File: config.mk
export PLATFORM = sky130hd
export DESIGN_NAME = pll_reset_sequencer
export DESIGN_NICKNAME = d
export VERILOG_FILES = /design/src/rtl/pll_reset_sequencer.sv
export SDC_FILE = /design/constraint.sdc
export NUM_CORES = 1
export LEC_CHECK = 0
export CAP_MARGIN = 20
export CORE_ASPECT_RATIO = 0.75
export CORE_UTILIZATION = 38
export DETAILED_ROUTE_END_ITERATION = 10
export HOLD_SLACK_MARGIN = 0.05
export PLACE_DENSITY = 0.54
export SYNTH_ARGS = -nofsm -noshare
export SYNTH_HDL_FRONTEND = slang
export SYNTH_SLANG_ARGS = --single-unit
File: constraint.sdc
create_clock -name clki -period 1.4 [get_ports clki]
set_clock_uncertainty 0.15 [all_clocks]
set_input_delay 0.14 -clock clki [delete_from_list [all_inputs] [get_ports clki]]
set_output_delay 0.14 -clock clki [all_outputs]
set_load 0.01 [all_outputs]
File: src/rtl/pll_reset_sequencer.sv
// PLL reset sequencer: pulses the PLL reset, waits for a stable synchronized lock,
// then releases the downstream reset. It retries on timeout and on lock loss.
module pll_reset_sequencer #(
  parameter int unsigned PLL_RST_CYCLES      = 16,
  parameter int unsigned LOCK_STABLE_CYCLES  = 1024,
  parameter int unsigned LOCK_TIMEOUT_CYCLES = 1048576
) (
  input  logic       clki,
  input  logic       rst_n,
  input  logic       pll_lock,
  input  logic       relock_req,
  output logic       pll_rst,
  output logic       sys_rst,
  output logic       ready,
  output logic [3:0] retry_count,
  output logic       timeout_err
);

  localparam int unsigned MAX_AB  = (PLL_RST_CYCLES > LOCK_STABLE_CYCLES) ?
                                    PLL_RST_CYCLES : LOCK_STABLE_CYCLES;
  localparam int unsigned MAX_ALL = (MAX_AB > LOCK_TIMEOUT_CYCLES) ?
                                    MAX_AB : LOCK_TIMEOUT_CYCLES;
  localparam int          CNT_W   = $clog2(MAX_ALL + 1);

  localparam logic [CNT_W-1:0] C_RST_LAST    = CNT_W'(PLL_RST_CYCLES - 1);
  localparam logic [CNT_W-1:0] C_STABLE_LAST = CNT_W'(LOCK_STABLE_CYCLES - 1);
  localparam logic [CNT_W-1:0] C_TO_LAST     = CNT_W'(LOCK_TIMEOUT_CYCLES - 1);

  typedef enum logic [1:0] {
    S_RESET_PLL = 2'd0,
    S_WAIT_LOCK = 2'd1,
    S_STABLE    = 2'd2,
    S_RUN       = 2'd3
  } state_t;

  logic [1:0]       r_rst_sync;
  logic             w_rst_n_int;
  logic [1:0]       r_lock_sync;
  logic             w_lock_s;

  state_t           r_state;
  state_t           w_state_next;
  logic [CNT_W-1:0] r_cnt;
  logic [CNT_W-1:0] w_cnt_next;
  logic             w_retry_inc;
  logic             w_timeout;

  logic             r_pll_rst;
  logic             r_sys_rst;
  logic             r_ready;
  logic [3:0]       r_retry;
  logic             r_timeout_err;

  // Assertion is immediate; release reaches the core two clki edges later.
  always_ff @(posedge clki or negedge rst_n) begin
    if (!rst_n) begin
      r_rst_sync <= 2'b00;
    end else begin
      r_rst_sync <= {r_rst_sync[0], 1'b1};
    end
  end

  assign w_rst_n_int = r_rst_sync[1];

  always_ff @(posedge clki or negedge w_rst_n_int) begin
    if (!w_rst_n_int) begin
      r_lock_sync <= 2'b00;
    end else begin
      r_lock_sync <= {r_lock_sync[0], pll_lock};
    end
  end

  assign w_lock_s = r_lock_sync[1];

  always_comb begin
    w_state_next = r_state;
    w_cnt_next   = r_cnt;
    w_retry_inc  = 1'b0;
    w_timeout    = 1'b0;
    case (r_state)
      S_RESET_PLL: begin
        if (r_cnt == C_RST_LAST) begin
          w_state_next = S_WAIT_LOCK;
          w_cnt_next   = '0;
        end else begin
          w_cnt_next = r_cnt + CNT_W'(1);
        end
      end
      S_WAIT_LOCK: begin
        if (w_lock_s) begin
          w_state_next = S_STABLE;
          w_cnt_next   = '0;
        end else if (r_cnt == C_TO_LAST) begin
          w_state_next = S_RESET_PLL;
          w_cnt_next   = '0;
          w_retry_inc  = 1'b1;
          w_timeout    = 1'b1;
        end else begin
          w_cnt_next = r_cnt + CNT_W'(1);
        end
      end
      S_STABLE: begin
        if (!w_lock_s) begin
          w_state_next = S_WAIT_LOCK;
          w_cnt_next   = '0;
        end else if (r_cnt == C_STABLE_LAST) begin
          w_state_next = S_RUN;
          w_cnt_next   = '0;
        end else begin
          w_cnt_next = r_cnt + CNT_W'(1);
        end
      end
      S_RUN: begin
        w_cnt_next = '0;
        // Lock loss wins over a coincident relock request: one exit, one increment.
        if (!w_lock_s) begin
          w_state_next = S_RESET_PLL;
          w_retry_inc  = 1'b1;
        end else if (relock_req) begin
          w_state_next = S_RESET_PLL;
        end
      end
      default: begin
        w_state_next = S_RESET_PLL;
        w_cnt_next   = '0;
      end
    endcase
  end

  always_ff @(posedge clki or negedge w_rst_n_int) begin
    if (!w_rst_n_int) begin
      r_state       <= S_RESET_PLL;
      r_cnt         <= '0;
      r_pll_rst     <= 1'b1;
      r_sys_rst     <= 1'b1;
      r_ready       <= 1'b0;
      r_retry       <= 4'd0;
      r_timeout_err <= 1'b0;
    end else begin
      r_state   <= w_state_next;
      r_cnt     <= w_cnt_next;
      // Outputs are decoded from the next state so they change with the state register.
      r_pll_rst <= (w_state_next == S_RESET_PLL);
      r_sys_rst <= (w_state_next != S_RUN);
      r_ready   <= (w_state_next == S_RUN);
      if (w_retry_inc && (r_retry != 4'hF)) begin
        r_retry <= r_retry + 4'd1;
      end
      if (w_timeout) begin
        r_timeout_err <= 1'b1;
      end
    end
  end

  assign pll_rst     = r_pll_rst;
  assign sys_rst     = r_sys_rst;
  assign ready       = r_ready;
  assign retry_count = r_retry;
  assign timeout_err = r_timeout_err;

endmodule
# After elaboration in Yosys (flattened, before gate mapping)
# Index checks and enable logic that the tools add are counted.
# totals
ff_bits	35
inputBits	4
output_inout_bits	8
elab_cells	42
# classes
n_addsub	2
n_eq_ne	9
muxes	19
n_reduce_logical	3
# op_table
operator	n
21-bit two-way mux	5
21-bit case mux with 4 select lines	1
21-bit by 1-bit adder with 21-bit output (second input constant)	1
21-bit by 10-bit equality test with 1-bit output (second input constant)	1
21-bit by 20-bit equality test with 1-bit output (second input constant)	1
21-bit by 4-bit equality test with 1-bit output (second input constant)	1
2-bit two-way mux	7
2-bit case mux with 4 select lines	1
2-bit equality test (second input constant)	3
4-bit by 1-bit adder with 4-bit output (second input constant)	1
2-bit logical NOT	2
1-bit two-way mux	4
4-bit != test (second input constant)	1
2-bit by 1-bit equality test with 1-bit output (second input constant)	1
2-bit != test (second input constant)	1
1-bit case mux with 2 select lines	1
1-bit logical AND	1

# Longest topological paths before layout
# Gate-level depths: netlist of run 1.
# logic_depth
depth_word	5
depth_mapped	7
depth_no_buf	6

# Worst setup path before layout of run 1
# Ideal clock, no wire load.
# synth_timing
path_type	register to register
start	register r_cnt[0]
end	register r_retry[1] (netlist: retry_count[1])
setup_time_ps	125
arrival_time_ps	1699
required_time_ps	1125
slack_ps	-574
stages_incl_launch_ff	7
path_buffers	0
period_less_slack_ps	1974
cell_sequence	dfrtp_1 > ha_1 > nand3_1 > nor4_4 > a21oi_1 > nor2_1 > mux2_2
# synth_via
elab_chain_len	5
# synth_lines
item	line	rtl
from (decl)	43	logic [CNT_W-1:0] r_cnt;
from (signal assigned)	141	r_cnt <= w_cnt_next;
21-bit by 20-bit equality test with 1-bit output	93	end else if (r_cnt == C_TO_LAST) begin
1-bit two-way mux	93	
1-bit two-way mux	90	if (w_lock_s) begin
1-bit case mux with 2 select lines	80	case (r_state)
1-bit logical AND	146	if (w_retry_inc && (r_retry != 4'hF)) begin
to (signal assigned)	147	r_retry <= r_retry + 4'd1;
to (decl)	51	logic [3:0] r_retry;
# Every way passes these cells.
# A chain may end at the register's enable or synchronous reset.

# Worst setup path in the final report of run 1
# layout_timing
start	register r_cnt[0]
end	register r_cnt[16]
# layout_via
elab_chain_len	4
word_cells_on_any_way	10
cone_classes	add/sub (1); eq/ne (3); mux (6)
# layout_lines
item	line	rtl
21-bit by 1-bit adder with 21-bit output (tied with other cells)	86, 99, 110	
21-bit two-way mux, on equally long branches	106, 93	
21-bit two-way mux, on equally long branches	103, 90	
21-bit case mux with 4 select lines (*)	80	
via w_cnt_next[16]	44	logic [CNT_W-1:0] w_cnt_next;
# The timed path passes the listed nets; every way through them passes the cells marked *.

==> impl_metrics.py, run 1 <==
metrics = {
    "clocking": {
        "cts_sinks": 35,
        "htreeDepth": 2,
        "cts_tree": "done",
        "numCtsBuffers": 5,
        "cts_root_buf": "clkbuf_8",
        "clk_path_buf_depth": 2,
        "path_clk_slew_ps": 80,
        "clock_latency_ps": 290,
    },
    "cells_and_area": {
        "n_fill_cell": 344,
        "finalNetCount": 236,
        "layout_common_cells": "buf_4 (53), dfrtp_1 (33), nor2_1 (22)",
        "fin_util_pct": 62.50,
        "antenna_cells": 0,
        "final_common_cell": "buf_4",
        "postLayoutCellArea_um2": 2565,
        "drive_above_1_share_pct": 41.13,
        "syn_to_final_growth_pct": 55.19,
    },
    "worst_setup_path": {
        "critPathLaunchType": "flop",
        "path_cells": "ha_4 > and3_4 > and4_4 > a311oi_4 > a211oi_4 > buf_12 > nor2_1",
        "crit_path_top_delay_cell": "dfrtp_1",
        "critPathTopFamily": "simple AND/OR/NAND/NOR gates",
        "cp_max_fo": 20,
        "crit_path_end_kind": "flop",
        "crit_type": "flop to flop",
        "crit_required_ps": 1460,
        "crit_buf_inv": 1,
        "max_stage_delay_ps": 410,
        "arrival_ps": 1980,
    },
    "power": {
        "finalPower_uw": 3394,
        "cellPowerDensity_nw_per_um2": 1323,
        "ir_drop_mv": 0.8316,
        "p_leak_uw": 0.001212,
    },
    "sta": {
        "fin_crit_ps": 1912,
        "rsz0062_at_grt": "yes",
        "clock.fmax_ghz": 0.5231,
        "hold_viol_final": 0,
        "post-route-period-util_pct": 136.5,
        "setup_violations": 30,
        "fin_ws_ps": -511.7,
        "final_max_slew_viol_count": 0,
    },
    "drt": {
        "num_vias": 1464,
        "met2WireLength_mm": 2.047,
        "vias_per_cell": 5.119,
        "drt_iter0_markers": 119,
        "avgRoutedWirePerCell_um": 14.64,
        "drt_wl_total_mm": 4.188,
        "wl_met1_mm": 1.886,
        "drtPass1Iterations": 7,
        "ant_nets": 0,
        "routed.top_layer": "met4",
        "wl_met3_um": 191,
        "drcViolationCount": 0,
    },
    "logic_synthesis": {
        "synth_seq_area_share_pct": 53.14,
        "syn_area_um2": 1653,
        "synth_nets": 161,
        "synth-xor-area-share_pct": 11.13,
        "yosys_warnings": 0,
        "synth_compound_area_share_pct": 6.662,
        "synth_fa_ha_area_share_pct": 1.514,
        "syn_inst": 155,
        "yosys.area_share.simple_pct": 24.30,
        "synth_seq_cells": 35,
        "synth_mux_area_share_pct": 0.6813,
        "ys_types": 36,
        "synth_top_family_by_area": "simple AND/OR/NAND/NOR gates",
        "synthesis.area_per_instance_um2": 10.66,
    },
    "grt": {
        "track_usage_pct": 20.31,
        "grt_max_degree": 25,
        "gr-total-overflow": 0,
        "grt_pass1_wl_mm": 6.962,
        "antenna_found_initial": 0,
        "grt_pass1_vias": 1501,
    },
    "placement": {
        "portBuffers": 11,
        "gp_congestion": 0.8336,
        "place_area_um2": 2235,
        "dpl.hpwl_mm": 2.985,
    },
    "floorplan": {
        "die_height_um": 59.12,
        "io-pin-count": 12,
        "start_util_pct": 40.27,
        "core-area_um2": 4104,
        "die-area_um2": 4620,
        "fp-row-count": 20,
        "die_x_um": 78.16,
    },
    "hold_path": {
        "hold_path_class": "flop to asynchronous set/reset pin",
    },
    "job": {
        "cap_violations": 0,
    },
    "outcome": {
        "violations": "negative setup slack",
        "outcome": "complete, but fails checks",
    },
}
## metrics by stage
stage / setup slack [ps] / cells / hold WS [ps] / setup TNS [ps]
finish: -511.7 / 286 / 133.6 / -14120
global route: -603.3 / 286 / 142.2 / -16800
CTS: -512.6 / 286 / 136.2 / -13930
detailed placement: -537.5 / 268 / 44.77 / -13940
global placement: -498.5 / 268 / 34.25 / -13370
floorplan: -409.6 / 155 / -305.6 / -10010
## flip-flops by register name, indices dropped and copies added, names as in the netlist
signal,count
retry_count,4
r_cnt,21
timeout_err,1
pll_rst,1
ready,1
r_lock_sync,2
r_state,2
r_rst_sync,2
sys_rst,1
## layer usage
metal	vias up	global-route usage, %
met5	-	0
met4	0	7.143
met3	8	5.077
met2	43	34.21
met1	715	25.81
li1	698	-
## Yosys cell counts
cell,n,area (µm²)
a211oi_2,2,25.02
a21o_1,2,15.01
a21oi_1,2,10.01
a311oi_2,1,15.01
a31o_2,1,8.760
a31oi_1,1,6.260
and3_1,2,12.51
and3_4,1,11.26
and4_1,3,26.28
and4_4,1,11.26
buf_2,1,5.000
buf_4,2,15.01
clkbuf_1,1,3.750
conb_1,1,3.750
dfrtp_1,33,825.8
dfstp_2,2,52.55
ha_1,2,25.02
inv_1,4,15.01
mux2_2,1,11.26
nand2_1,9,33.78
nand3_1,9,45.04
nand4_1,6,37.54
nand4_2,1,12.51
nand4b_1,1,8.760
nor2_1,24,90.09
nor2b_1,1,6.260
nor3_1,8,40.04
nor3b_1,1,7.510
nor3b_2,1,12.51
nor4_1,3,18.77
nor4_4,1,21.27
o21ai_0,4,20.02
o311a_1,1,10.01
or2_2,1,6.260
xnor2_1,9,78.83
xor2_1,12,105.1
## power breakdown
group / internal (µW) / switching, µW
clock network: 530 / 377
registers: 1160 / 122
logic: 632 / 572
total: 2320 / 1070
## kinds of logic after synthesis
family | after synthesis
multiplexers | 1
flip-flops | 35
AO/OA/AOI/OAI | 14
AND/OR/NAND/NOR | 73
buffers and inverters | 8
other | 1
adder cells (fa/ha/maj) | 2
XOR/XNOR | 21
## final timing paths
| path | startpoint | slack, ps | endpoint | cells after the start |
|---|---|---|---|---|
| worst max-delay path | r_cnt[0] | -510 | r_cnt[16] | 7 |
| worst max register to register | r_cnt[0] | -510 | r_cnt[16] | 7 |
| max in group asynchronous | r_rst_sync[1] | 200 | r_cnt[4] | 1 |
| worst min-delay path | r_rst_sync[1] | 130 | pll_rst | 0 |
| min in group clki | pll_lock | 140 | r_lock_sync[0] | 1 |
| worst min register to register | r_rst_sync[1] | 130 | pll_rst | 0 |
## layout make-up
type | count | area, µm² | share of cell area (%)
tap | 55 | 68.82 | 2.683
sequential | 35 | 878.3 | 34.24
clock buffer | 5 | 68.82 | 2.683
inverter | 4 | 15.01 | 0.5854
multi-input combinational | 112 | 887.1 | 34.59
clock inverter | 3 | 43.79 | 1.707
timing repair buffer | 72 | 603.1 | 23.51
## what timing repair did
item / CTS / global route
setup endpoints to repair: 38 / 34
setup buffers: 9 / 1
hold endpoints to repair: 9 / 0
pin swaps: 11 / 1
hold buffers: 2 / 0
resized for setup: 24 / 16
(Power assumes the default switching activity.)
==> run 2: changes to the inputs <==
CAP_MARGIN = 30   (was 20)
REMOVE_ABC_BUFFERS = 1   (was default)
==> run 2 against run 1 <==
Net effect: the run still ends with negative setup slack left; die area unchanged; total power is 10% higher; non-clock buffer count is 5 higher; routed wire length up 1.0%; critical endpoint is now r_cnt[7]; largest cell class unchanged; highest routed layer unchanged.
==> impl_metrics.py, run 2 (synthesis results as in run 1) <==
metrics = {
    "cells_and_area": {
        "n_fill_cell": 322,
        "drive_above_1_share_pct": 46.61,
        "syn_to_final_growth_pct": 61.70,
        "largest_reg_flops": 21,
        "regMostFlops": "r_cnt",
        "finalNetCount": 241,
        "fin_util_pct": 65.12,
        "layout_common_cells": "buf_4 (54), dfrtp_1 (32), xor2_1 (11)",
        "final_common_cell": "buf_4",
        "antenna_cells": 0,
    },
    "drt": {
        "avgRoutedWirePerCell_um": 14.54,
        "drcViolationCount": 0,
        "ant_nets": 0,
        "drt_iter0_markers": 49,
        "num_vias": 1438,
        "drt_wl_total_mm": 4.230,
        "drtPass1Iterations": 4,
        "vias_per_cell": 4.942,
    },
    "power": {
        "power.switching_uw": 1251,
        "p_sw_share_pct": 33.36,
        "power_frac_comb_pct": 40.8,
        "clockPowerShare_pct": 24.3,
        "p_leak_uw": 0.001225,
        "pwr-share-seq_pct": 34.9,
        "power.internal_uw": 2498,
        "cellPowerDensity_nw_per_um2": 1403,
        "ir_drop_mv": 0.6627,
    },
    "clocking": {
        "path_clk_slew_ps": 70,
        "cts_root_buf": "clkbuf_8",
        "clock_latency_ps": 290,
        "clk_path_buf_depth": 2,
        "cts_sinks": 35,
        "numCtsBuffers": 5,
        "htreeDepth": 2,
        "cts_tree": "done",
    },
    "outcome": {
        "violations": "negative setup slack",
        "outcome": "complete, but fails checks",
    },
    "worst_setup_path": {
        "cp_max_fo": 5,
        "arrival_ps": 2100,
        "crit_type": "flop to flop",
        "critPathLaunchType": "flop",
        "crit_path_end_kind": "flop",
        "regToRegStartpoint": "r_cnt[1]",
        "crit_required_ps": 1480,
        "r2r_cells": 8,
        "r2r-end": "r_cnt[7]",
        "r2r_slack_ps": -620,
    },
    "grt": {
        "grt_pass1_wl_mm": 7.182,
        "track_usage_pct": 20.73,
        "antenna_found_initial": 0,
        "grt_max_degree": 34,
        "grt_pass1_vias": 1533,
        "gr-total-overflow": 0,
    },
    "sta": {
        "final_max_slew_viol_count": 0,
        "clock.fmax_ghz": 0.4946,
        "hold_viol_final": 0,
        "fin_crit_ps": 2022,
        "setup_violations": 30,
        "rsz0062_at_grt": "yes",
        "post-route-period-util_pct": 144.4,
        "whs_ps": 113.1,
        "fin_ws_ps": -621.8,
    },
    "placement": {
        "dpl.hpwl_mm": 2.756,
        "gp_congestion": 0.8270,
        "portBuffers": 11,
    },
    "floorplan": {
        "die_height_um": 59.12,
        "core-area_um2": 4104,
        "fp-row-count": 20,
        "start_util_pct": 40.27,
        "die-area_um2": 4620,
        "die_x_um": 78.16,
        "io-pin-count": 12,
    },
    "hold_path": {
        "hold_path_class": "flop to asynchronous set/reset pin",
    },
    "job": {
        "cap_violations": 0,
    },
}
==> run 2: changes by cell type in the layout (fill, tap and decap cells not counted), moves of 2 or more <==
cell and change:
nor3b_2 -2, buf_6 +5, nor2_1 -13, nor2_2 +5, nor2_4 +8, nor4_1 +2
==> run 2: worst max-delay path, stage by stage (launching register included) <==
cell and delay (ps):
dfrtp_1 420, ha_4 180, and3_4 180, and4_4 200, a211oi_4 340, a211oi_4 90
buf_6 150, clkbuf_16 160, nor2_2 90
==> run 2: layout make-up <==
class / instances / area [µm²] / share of cell area [%]
clock inverters: 3 / 43.79 / 1.639
well taps: 55 / 68.82 / 2.575
flip-flops and latches: 35 / 879.6 / 32.91
clock buffers: 5 / 68.82 / 2.575
repair buffers: 77 / 665.6 / 24.91
multi-input cells: 112 / 930.9 / 34.83
inverters: 4 / 15.01 / 0.5618
==> run 2: how the worst max path moves through the flow <==
stage | slack (ps) | endpoint | startpoint
6_report | -620 | r_cnt[7] | r_cnt[1]
5_1_grt | -680 | r_cnt[3] | r_cnt[11]
4_1_cts | -610 | r_cnt[3] | r_cnt[1]
3_5_place_dp | -650 | r_cnt[9] | r_cnt[0]
3_3_place_gp | -530 | r_cnt[19] | r_cnt[1]
2_1_floorplan | -880 | r_cnt[10] | r_cnt[0]
==> run 2: repair_timing <==
item | in CTS | in global routing
endpoints found under the hold margin | 2 | 0
resized for setup | 31 | 38
setup buffers | 9 | 6
cloned | 1 | 1
hold buffers | 1 | 0
endpoints found under the setup margin | 38 | 33
pin swaps | 15 | 13
==> run 2: metrics by stage <==
stage / cell area (µm²) / total power [µW] / setup WS (ps) / setup TNS (ps) / instances
floorplan: 1629 / 1701 / -875.2 / -20820 / 151
global placement: 2218 / 2280 / -530.9 / -14430 / 270
detailed placement: 2218 / 2322 / -649.5 / -17180 / 270
CTS: 2520 / 3544 / -607.7 / -16180 / 287
global route: 2673 / 3957 / -682.3 / -18810 / 291
finish: 2673 / 3749 / -621.8 / -16140 / 291
==> run 2: metal layers <==
metal  GRT usage (%)  vias up  wire [µm]
met1           25.83      708       1937
met2           34.96       25       2100
met5               0        -          0
li1                -      698          -
met4           8.466        0         57
met3           5.231        7        135
==> run 2: power groups by stage <==
stage	Combinational [µW]	Clock (µW)	Sequential [µW]
floorplan	352	0	1350
global placement	1000	0	1280
CTS	1330	923	1290
global route	1650	982	1330
detailed placement	1030	0	1290
finish	1530	910	1310
